--- src/rtl/uart_rx_word.sv ---
// 8N1 UART receiver with mid-bit sampling.
// Received bytes are packed four at a time into a 32-bit word that is handed off with valid/ready.
module uart_rx_word #(
  parameter int FREQ = 12000000,
  parameter int BAUD = 9600
) (
  input  logic        clk,
  input  logic        nrst,
  input  logic        rxd,
  output logic [7:0]  byte_data,
  output logic        byte_valid,
  output logic [31:0] word_data,
  output logic        word_valid,
  input  logic        word_ready,
  output logic        frame_err,
  output logic        overrun,
  output logic        busy
);

  localparam int LIM  = FREQ / BAUD;
  localparam int HALF = LIM / 2;
  localparam int CW   = $clog2(LIM);
  localparam logic [CW-1:0] LIM_M1  = CW'(LIM - 1);
  localparam logic [CW-1:0] HALF_M1 = CW'(HALF - 1);
  localparam logic [CW-1:0] T_ONE   = CW'(1);

  typedef enum logic [2:0] {IDLE, START, DATA, STOP, WAIT_IDLE} state_t;

  state_t        state;
  logic [CW-1:0] timer;
  logic [2:0]    bit_idx;
  logic [7:0]    shreg;
  logic [31:0]   word_sr;
  logic [1:0]    byte_idx;
  logic          rx_m, rx_s, rx_prev;

  always_ff @(posedge clk or negedge nrst) begin
    if (!nrst) begin
      rx_m    <= 1'b1;
      rx_s    <= 1'b1;
      rx_prev <= 1'b1;
    end else begin
      rx_m    <= rxd;
      rx_s    <= rx_m;
      rx_prev <= rx_s;
    end
  end

  always_ff @(posedge clk or negedge nrst) begin
    if (!nrst) begin
      state      <= IDLE;
      timer      <= '0;
      bit_idx    <= '0;
      shreg      <= '0;
      word_sr    <= '0;
      byte_idx   <= '0;
      byte_data  <= '0;
      byte_valid <= 1'b0;
      word_data  <= '0;
      word_valid <= 1'b0;
      frame_err  <= 1'b0;
      overrun    <= 1'b0;
      busy       <= 1'b0;
    end else begin
      byte_valid <= 1'b0;
      frame_err  <= 1'b0;
      overrun    <= 1'b0;
      // A load on the 4th byte later in this block overrides this clear
      if (word_valid && word_ready)
        word_valid <= 1'b0;

      case (state)
        IDLE: begin
          if (rx_prev && !rx_s) begin
            state <= START;
            timer <= '0;
            busy  <= 1'b1;
          end
        end
        START: begin
          if (timer == HALF_M1) begin
            if (!rx_s) begin
              state   <= DATA;
              timer   <= '0;
              bit_idx <= '0;
            end else begin
              state <= IDLE;
              busy  <= 1'b0;
            end
          end else begin
            timer <= timer + T_ONE;
          end
        end
        DATA: begin
          if (timer == LIM_M1) begin
            shreg   <= {rx_s, shreg[7:1]};
            timer   <= '0;
            bit_idx <= bit_idx + 3'd1;
            if (bit_idx == 3'd7)
              state <= STOP;
          end else begin
            timer <= timer + T_ONE;
          end
        end
        STOP: begin
          if (timer == LIM_M1) begin
            timer <= '0;
            if (rx_s) begin
              byte_data  <= shreg;
              byte_valid <= 1'b1;
              word_sr    <= {shreg, word_sr[31:8]};
              byte_idx   <= byte_idx + 2'd1;
              if (byte_idx == 2'd3) begin
                if (!word_valid || word_ready) begin
                  word_data  <= {shreg, word_sr[31:8]};
                  word_valid <= 1'b1;
                end else begin
                  overrun <= 1'b1;
                end
              end
              state <= IDLE;
              busy  <= 1'b0;
            end else begin
              frame_err <= 1'b1;
              state     <= WAIT_IDLE;
            end
          end else begin
            timer <= timer + T_ONE;
          end
        end
        WAIT_IDLE: begin
          // Line must stay high for a full bit time; any low restarts the count
          if (!rx_s) begin
            timer <= '0;
          end else if (timer == LIM_M1) begin
            timer <= '0;
            state <= IDLE;
            busy  <= 1'b0;
          end else begin
            timer <= timer + T_ONE;
          end
        end
        default: begin
          state <= IDLE;
          busy  <= 1'b0;
        end
      endcase
    end
  end

endmodule

--- config.mk ---
export PLATFORM = sky130hd
export DESIGN_NAME = uart_rx_word
export DESIGN_NICKNAME = d
export VERILOG_FILES = /design/src/rtl/uart_rx_word.sv
export SDC_FILE = /design/constraint.sdc
export NUM_CORES = 1
export LEC_CHECK = 0
export BUFFER_PORTS_ARGS = -buffer_cell sky130_fd_sc_hd__buf_2
export CAP_MARGIN = 10
export CORE_ASPECT_RATIO = 2
export CORE_MARGIN = 2
export CORE_UTILIZATION = 52
export CTS_CLUSTER_DIAMETER = 50
export DETAILED_ROUTE_END_ITERATION = 12
export PLACE_DENSITY = 0.86
export SYNTH_ARGS = -nofsm -noshare
export SYNTH_HDL_FRONTEND = slang
export SYNTH_SLANG_ARGS = --single-unit
--- constraint.sdc ---
create_clock -name clk -period 2.25 [get_ports clk]
set_input_delay 0.225 -clock clk [delete_from_list [all_inputs] [get_ports clk]]
set_output_delay 0.225 -clock clk [all_outputs]
set_load 0.005 [all_outputs]
==> results.sh, run 1 <==
export IMPL_status="complete, no violations"
export IMPL_die_w_um=65.2
export IMPL_final_cell_area_um2=4630
export IMPL_grt_max_degree=47
export IMPL_drv_slew=0
export IMPL_p_switching_mw=1.26
export IMPL_finalWorstSetupSlack_ns=0.117
export IMPL_fin_skew_ns=0.0102
export IMPL_boundaryPins=49
export IMPL_ys_types=41
export IMPL_mappedNetlistArea_um2=3890
export IMPL_synth_top_area_share_pct=56.6
export IMPL_min_period_over_period_pct=94.8
export IMPL_overflow=0
export IMPL_rsz0062_at_grt="false"
export IMPL_tightestPinTransition_ns=0.670
export IMPL_core_um2=7270
export IMPL_die_h_um=126
export IMPL_gp_congestion=0.871
export IMPL_slew_headroom_pct=54.9
export IMPL_ant_nets=0
export IMPL_synth_seq_cells=91
export IMPL_cts_tree="built"
export IMPL_crit_required_ns=2.47
export IMPL_final_hold_violation_count=0
export IMPL_grt_pass1_vias=2788
export IMPL_cts_sinks=91
export IMPL_route_detailed_drc=0
export IMPL_cellLeakagePower_nw=2.57
export IMPL_setup_tns_final_ns=0
export IMPL_hold_class="input port to register"
export IMPL_synth_edf_count=0
export IMPL_vias=2801
export IMPL_insertion_delay_ns=0.34
export IMPL_synthTopCellsByArea="dfrtp_1 (57%), nand2_1 (11%), mux2_1 (8.7%)"
export IMPL_synth_fp_nets=369
export IMPL_antenna_diode_count=0
export IMPL_antenna_found_initial=0
export IMPL_dieArea_um2=8240
export IMPL_final_nets=424
export IMPL_cts_clk_slew_worst_paths_ns=0.07
export IMPL_max_freq_mhz=469
export IMPL_peakVddDrop_uv=767
export IMPL_wire_per_inst_um=15.9
export IMPL_ys_flop_type="dfrtp_1"
export IMPL_fillCellCount=547
export IMPL_io_buffer_count=48
export IMPL_cp_end_kind="register"
export IMPL_crit_path_start_kind="register"
export IMPL_drt_first_pass_iters=5
export IMPL_syn2layout_area_growth_pct=19.0
export IMPL_ys_seq_area_share_pct=58.6
export IMPL_yosys_area_top_type="dfrtp_1"
export IMPL_synth_warnings=0
export IMPL_period_minus_slack_ns=2.13
export IMPL_fin_util_pct=63.8
export IMPL_switching_share_pct=29.6
export IMPL_avgSynthCellArea_um2=10.8
export IMPL_final_cells=511
export IMPL_critical_path_class="register to register"
export IMPL_pwr_share_seq_pct=41.8
export IMPL_r2r_slack_ns=0.12
export IMPL_viasPerCell=5.48
export IMPL_grt_pass1_wl_mm=13.0
export IMPL_cp_max_fo=16
export IMPL_place_ws_ns=0.0868
export IMPL_drive_gt1_share_pct=23.6
export IMPL_drtIter0Drc=244
export IMPL_placed_area_um2=4250
export IMPL_numCtsBuffers=9
export IMPL_place_hpwl_mm=5.29
export IMPL_cts_root_buf="clkbuf_16"
export IMPL_powerDensity_nw_per_um2=922
export IMPL_rows=44
export IMPL_clk_path_buf_depth=2
export IMPL_max_cap_viol_count=0
export IMPL_post_cts_setup_buffers=0
export IMPL_clockPowerShare_pct=36.3
export IMPL_place_inst=492
export IMPL_intPower_mw=3.01
export IMPL_power_frac_comb_pct=21.9
export IMPL_ys_async_sr_fraction_pct=100
export IMPL_holdWs_ns=0.195
export IMPL_htreeDepth=3
export IMPL_power_mw=4.27
export IMPL_finalSetupViolCount=0
export IMPL_worst_ep_arrival_time_ns=2.35
export IMPL_wl_mm=8.14
export IMPL_grt_use_total_pct=20.6
export IMPL_start_util_pct=53.6
export IMPL_synth_cells=359
timing repair:
action,4_1_cts,5_1_grt
setup endpoints to repair,0,34
hold buffers,2,0
gates resized for setup,0,4
hold endpoints to repair,43,0
worst max-delay path: stages (launching register included):
cell	delay, ns
dfrtp_1	0.40
inv_1	0.10
ha_1	0.22
nand4bb_4	0.16
nor4_4	0.30
and3_4	0.28
clkbuf_16	0.20
mux2_1	0.35
final timing paths:
kind                            startpoint             to  depth (start not counted)
max in group asynchronous             nrst  word_data[20]                          3
worst min register to register        rx_m           rx_s                          0
worst min-delay path            word_ready        overrun                          3
worst max register to register    timer[1]   word_data[7]                          7
worst max-delay path              timer[1]   word_data[7]                          7
min in group asynchronous             nrst  word_data[10]                          2
synth_stat cells, drive strengths merged (2+ instances only):
master and instances:
nand2 114, dfrtp 88, mux2 37, buf 14, nand3 14, nor2 10, clkbuf 8, o21ai 8
a21oi 7, ha 6, nor3 6, a31oi 5, inv 5, and3 4, a22o 3, dfstp 3
nand2b 3, and3b 2, nand3b 2, nor2b 2, nor4 2, o211ai 2, xnor2 2
layout make-up:
cell class	count	area, µm²	area share, %
Clock buffer	11	253	5.46
Clock inverter	5	60.1	1.30
Inverter	5	18.8	0.405
Multi-Input combinational cell	241	1480	31.9
Sequential cell	91	2280	49.2
Tap cell	92	115	2.48
Timing Repair Buffer	66	425	9.18
logic make-up after synthesis:
logic type	Yosys count	share of synthesized area, %
buf+inv	27	4.11
fa+ha+maj	6	1.93
compound gates	28	4.43
simple gates	166	19.3
flops	91	58.6
xor+xnor	3	0.675
mux	38	11.0
registers in the layout (all words and copies together) (netlist names), 2 cells and up:
name and cells:
byte_data 8, word_sr 16, shreg 8, bit_idx 3, word_data 32, timer 11
state 3, byte_idx 2
power groups by stage:
stage / combinational, mW / sequential (mW) / clock [mW]
2_1_floorplan: 0.605 / 1.81 / 0
3_3_place_gp: 0.862 / 1.80 / 0
3_5_place_dp: 0.889 / 1.81 / 0
4_1_cts: 0.906 / 1.78 / 1.57
5_1_grt: 1.04 / 1.79 / 1.64
6_report: 0.937 / 1.79 / 1.55
cell usage in the layout (no fill, tap or decap), types with 3 or more instances in the layout:
| cell | count |
|---|---|
| mux2_2 | 7 |
| buf_2 | 47 |
| dfrtp_1 | 88 |
| buf_4 | 14 |
| nand2_1 | 114 |
| a21oi_1 | 7 |
| and3_1 | 3 |
| a22o_1 | 3 |
| inv_1 | 5 |
| nor2_1 | 10 |
| o21ai_0 | 7 |
| mux2_1 | 30 |
| clkbuf_16 | 10 |
| nand3_1 | 14 |
| dfstp_2 | 3 |
| a31oi_1 | 5 |
| nand2b_1 | 3 |
| ha_1 | 6 |
| nor3_1 | 4 |
layer usage:
layer  global-route usage, %  routed length, µm
met2                    35.8               4500
met5                       0                  0
met3                    4.88                287
met1                    22.8               3050
met4                    10.8                309
(Power assumes the default switching activity.)
==> inputs of run 2 (changes only) <==
--- a/config.mk
+++ b/config.mk
@@ -8,7 +8,6 @@
 export BUFFER_PORTS_ARGS = -buffer_cell sky130_fd_sc_hd__buf_2
 export CAP_MARGIN = 10
 export CORE_ASPECT_RATIO = 2
-export CORE_MARGIN = 2
 export CORE_UTILIZATION = 52
 export CTS_CLUSTER_DIAMETER = 50
 export DETAILED_ROUTE_END_ITERATION = 12
==> run 2 against run 1 <==
Effect of this change:
- flip-flop and latch count stayed put
- highest routed layer unchanged
- worst setup slack got worse by 0.077 ns
- sequential power barely moved
- clock skew decreased by 0.0042 ns
- largest cell class unchanged
- combinational power increased by 2.8%
- largest power group unchanged
- non-clock buffer count fell by 2
- clock-buffer cell count is the same
- clock power decreased by 6%
- sequential share of layout area increased by 0.70 points
- power decreased by 1.8%
- critical endpoint is now word_data[19]
- cell count shrank 0.59%
- critical path depth is the same
==> results.sh, run 2 (synthesis results as in run 1) <==
export IMPL_cpPeakStageDelay_ns=0.39
export IMPL_cts_sinks=91
export IMPL_switching_share_pct=29.9
export IMPL_post_cts_setup_buffers=0
export IMPL_r2r_end="word_data[19]"
export IMPL_viasPerCell=5.44
export IMPL_die_w_um=63.2
export IMPL_route_detailed_drc=0
export IMPL_die_h_um=124
export IMPL_ant_nets=0
export IMPL_hold_end="overrun"
export IMPL_cts_root_buf="clkbuf_16"
export IMPL_worstPathCellList="inv_1 > ha_1 > nand4bb_4 > nor4_4 > and3_1 > buf_12 > mux2_2"
export IMPL_start_util_pct=53.6
export IMPL_overflow=0
export IMPL_fin_util_pct=62.9
export IMPL_largestRegisters="word_data (32), word_sr (16), timer (11)"
export IMPL_r2r_slack_ns=0.04
export IMPL_syn2layout_area_growth_pct=17.3
export IMPL_r2r_start="timer[1]"
export IMPL_status="complete, no violations"
export IMPL_drt_first_pass_iters=4
export IMPL_finalSetupViolCount=0
export IMPL_core_um2=7270
export IMPL_wire_per_inst_um=15.4
export IMPL_min_period_over_period_pct=98.2
export IMPL_cp_end_kind="register"
export IMPL_final_nets=422
export IMPL_max_freq_mhz=452
export IMPL_pwr_share_seq_pct=42.4
export IMPL_cts_tree="built"
export IMPL_antenna_diode_count=0
export IMPL_p_switching_mw=1.25
export IMPL_ff2ff_path_depth=7
export IMPL_clockPowerShare_pct=34.7
export IMPL_insertion_delay_ns=0.34
export IMPL_grt_pass1_wl_mm=13.0
export IMPL_io_buffer_count=48
export IMPL_rows=44
export IMPL_cp_max_fo=31
export IMPL_boundaryPins=49
export IMPL_max_cap_viol_count=0
export IMPL_drtIter0Drc=305
export IMPL_grt_pass1_vias=2811
export IMPL_powerDensity_nw_per_um2=918
export IMPL_grt_use_total_pct=21.4
export IMPL_slew_headroom_pct=55.5
export IMPL_drive_gt1_share_pct=22.4
export IMPL_layout_commonest_cell="nand2_1"
export IMPL_cts_clk_slew_worst_paths_ns=0.06
export IMPL_drv_slew=0
export IMPL_peakVddDrop_uv=543
export IMPL_gp_congestion=0.926
export IMPL_power_frac_comb_pct=23.0
export IMPL_critical_path_class="register to register"
export IMPL_final_hold_violation_count=0
export IMPL_place_hpwl_mm=5.17
export IMPL_numCtsBuffers=9
export IMPL_vias=2761
export IMPL_largest_register="word_data"
export IMPL_crit_path_start_kind="register"
export IMPL_hold_class="input port to register"
export IMPL_holdWs_ns=0.193
export IMPL_worstHoldStart="word_ready"
export IMPL_clk_path_buf_depth=2
export IMPL_htreeDepth=3
export IMPL_intPower_mw=2.94
export IMPL_layout_common_cells="nand2_1 (114), dfrtp_1 (88), buf_2 (47), mux2_1 (30), nand3_1 (14)"
export IMPL_antenna_found_initial=0
export IMPL_worst_ep_arrival_time_ns=2.44
export IMPL_period_minus_slack_ns=2.21
export IMPL_wl_mm=7.81
export IMPL_fin_skew_ns=0.00599
export IMPL_dieArea_um2=7860
export IMPL_cellLeakagePower_nw=2.53
export IMPL_crit_required_ns=2.48
export IMPL_cpMaxStageDelayCell="dfrtp_1"
export IMPL_tightestPinTransition_ns=0.660
export IMPL_fillCellCount=535
export IMPL_largest_reg_flops=32
export IMPL_hold_depth=3
export IMPL_grt_max_degree=53
[run 2: layout make-up]
type / count / area, µm² / share of cell area [%]
well taps: 92 / 115 / 2.52
flip-flops and latches: 91 / 2280 / 49.9
clock buffers: 11 / 233 / 5.09
multi-input cells: 241 / 1480 / 32.3
repair buffers: 64 / 393 / 8.60
clock inverters: 4 / 52.6 / 1.15
inverters: 5 / 18.8 / 0.411
[run 2: worst max path at each step]
stage / from / endpoint / cells after the start / slack, ns
3_5_place_dp: timer[1] / state[1] / 7 / 0.03
2_1_floorplan: timer[1] / word_data[0] / 8 / 0.11
4_1_cts: timer[1] / state[1] / 7 / 0.01
5_1_grt: timer[1] / word_data[22] / 7 / -0.07
6_report: timer[1] / word_data[19] / 7 / 0.04
3_3_place_gp: timer[1] / state[0] / 7 / 0.11
[run 2: timing repair]
| action | in CTS | in global routing |
|---|---|---|
| endpoints found under the setup margin | 0 | 16 |
| endpoints found under the hold margin | 49 | 0 |
| hold buffers | 2 | 0 |
| resized for setup | 0 | 2 |
[run 2: metrics by stage]
stage / setup slack (ns) / setup TNS, ns / area, µm² / power (mW) / instances
floorplan: 0.112 / 0 / 3890 / 2.41 / 359
detailed placement: 0.0255 / 0 / 4240 / 2.70 / 491
CTS: 0.0145 / 0 / 4550 / 4.15 / 508
global placement: 0.106 / 0 / 4240 / 2.66 / 491
finish: 0.0398 / 0 / 4570 / 4.19 / 508
global route: -0.0656 / -1.48 / 4570 / 4.35 / 508
[run 2: worst max-delay path: cells and delay by family, from the launching register on]
kind                       cells  cell delay [ns]
and+or+nand+nor                3             0.77
muxes                          1             0.36
DFF                            1             0.39
buffers and inverters          2             0.34
adders and majority gates      1             0.22
[run 2: per-layer routing]
layer	share of wire (%)	vias to the layer above	wire (µm)	global-route usage, %
met5	0	-	0	0
met4	3.8	0	293	11.8
met3	3.3	24	254	3.94
met2	55	80	4290	38.1
met1	38	1367	2970	23.3
li1	-	1290	-	-
[run 2: power by group through the flow]
stage          clock (mW)  sequential, mW  combinational (mW)
2_1_floorplan           0            1.81               0.605
3_3_place_gp            0            1.80               0.864
3_5_place_dp            0            1.80               0.899
4_1_cts              1.47            1.77               0.914
5_1_grt              1.53            1.78                1.03
6_report             1.45            1.78               0.963
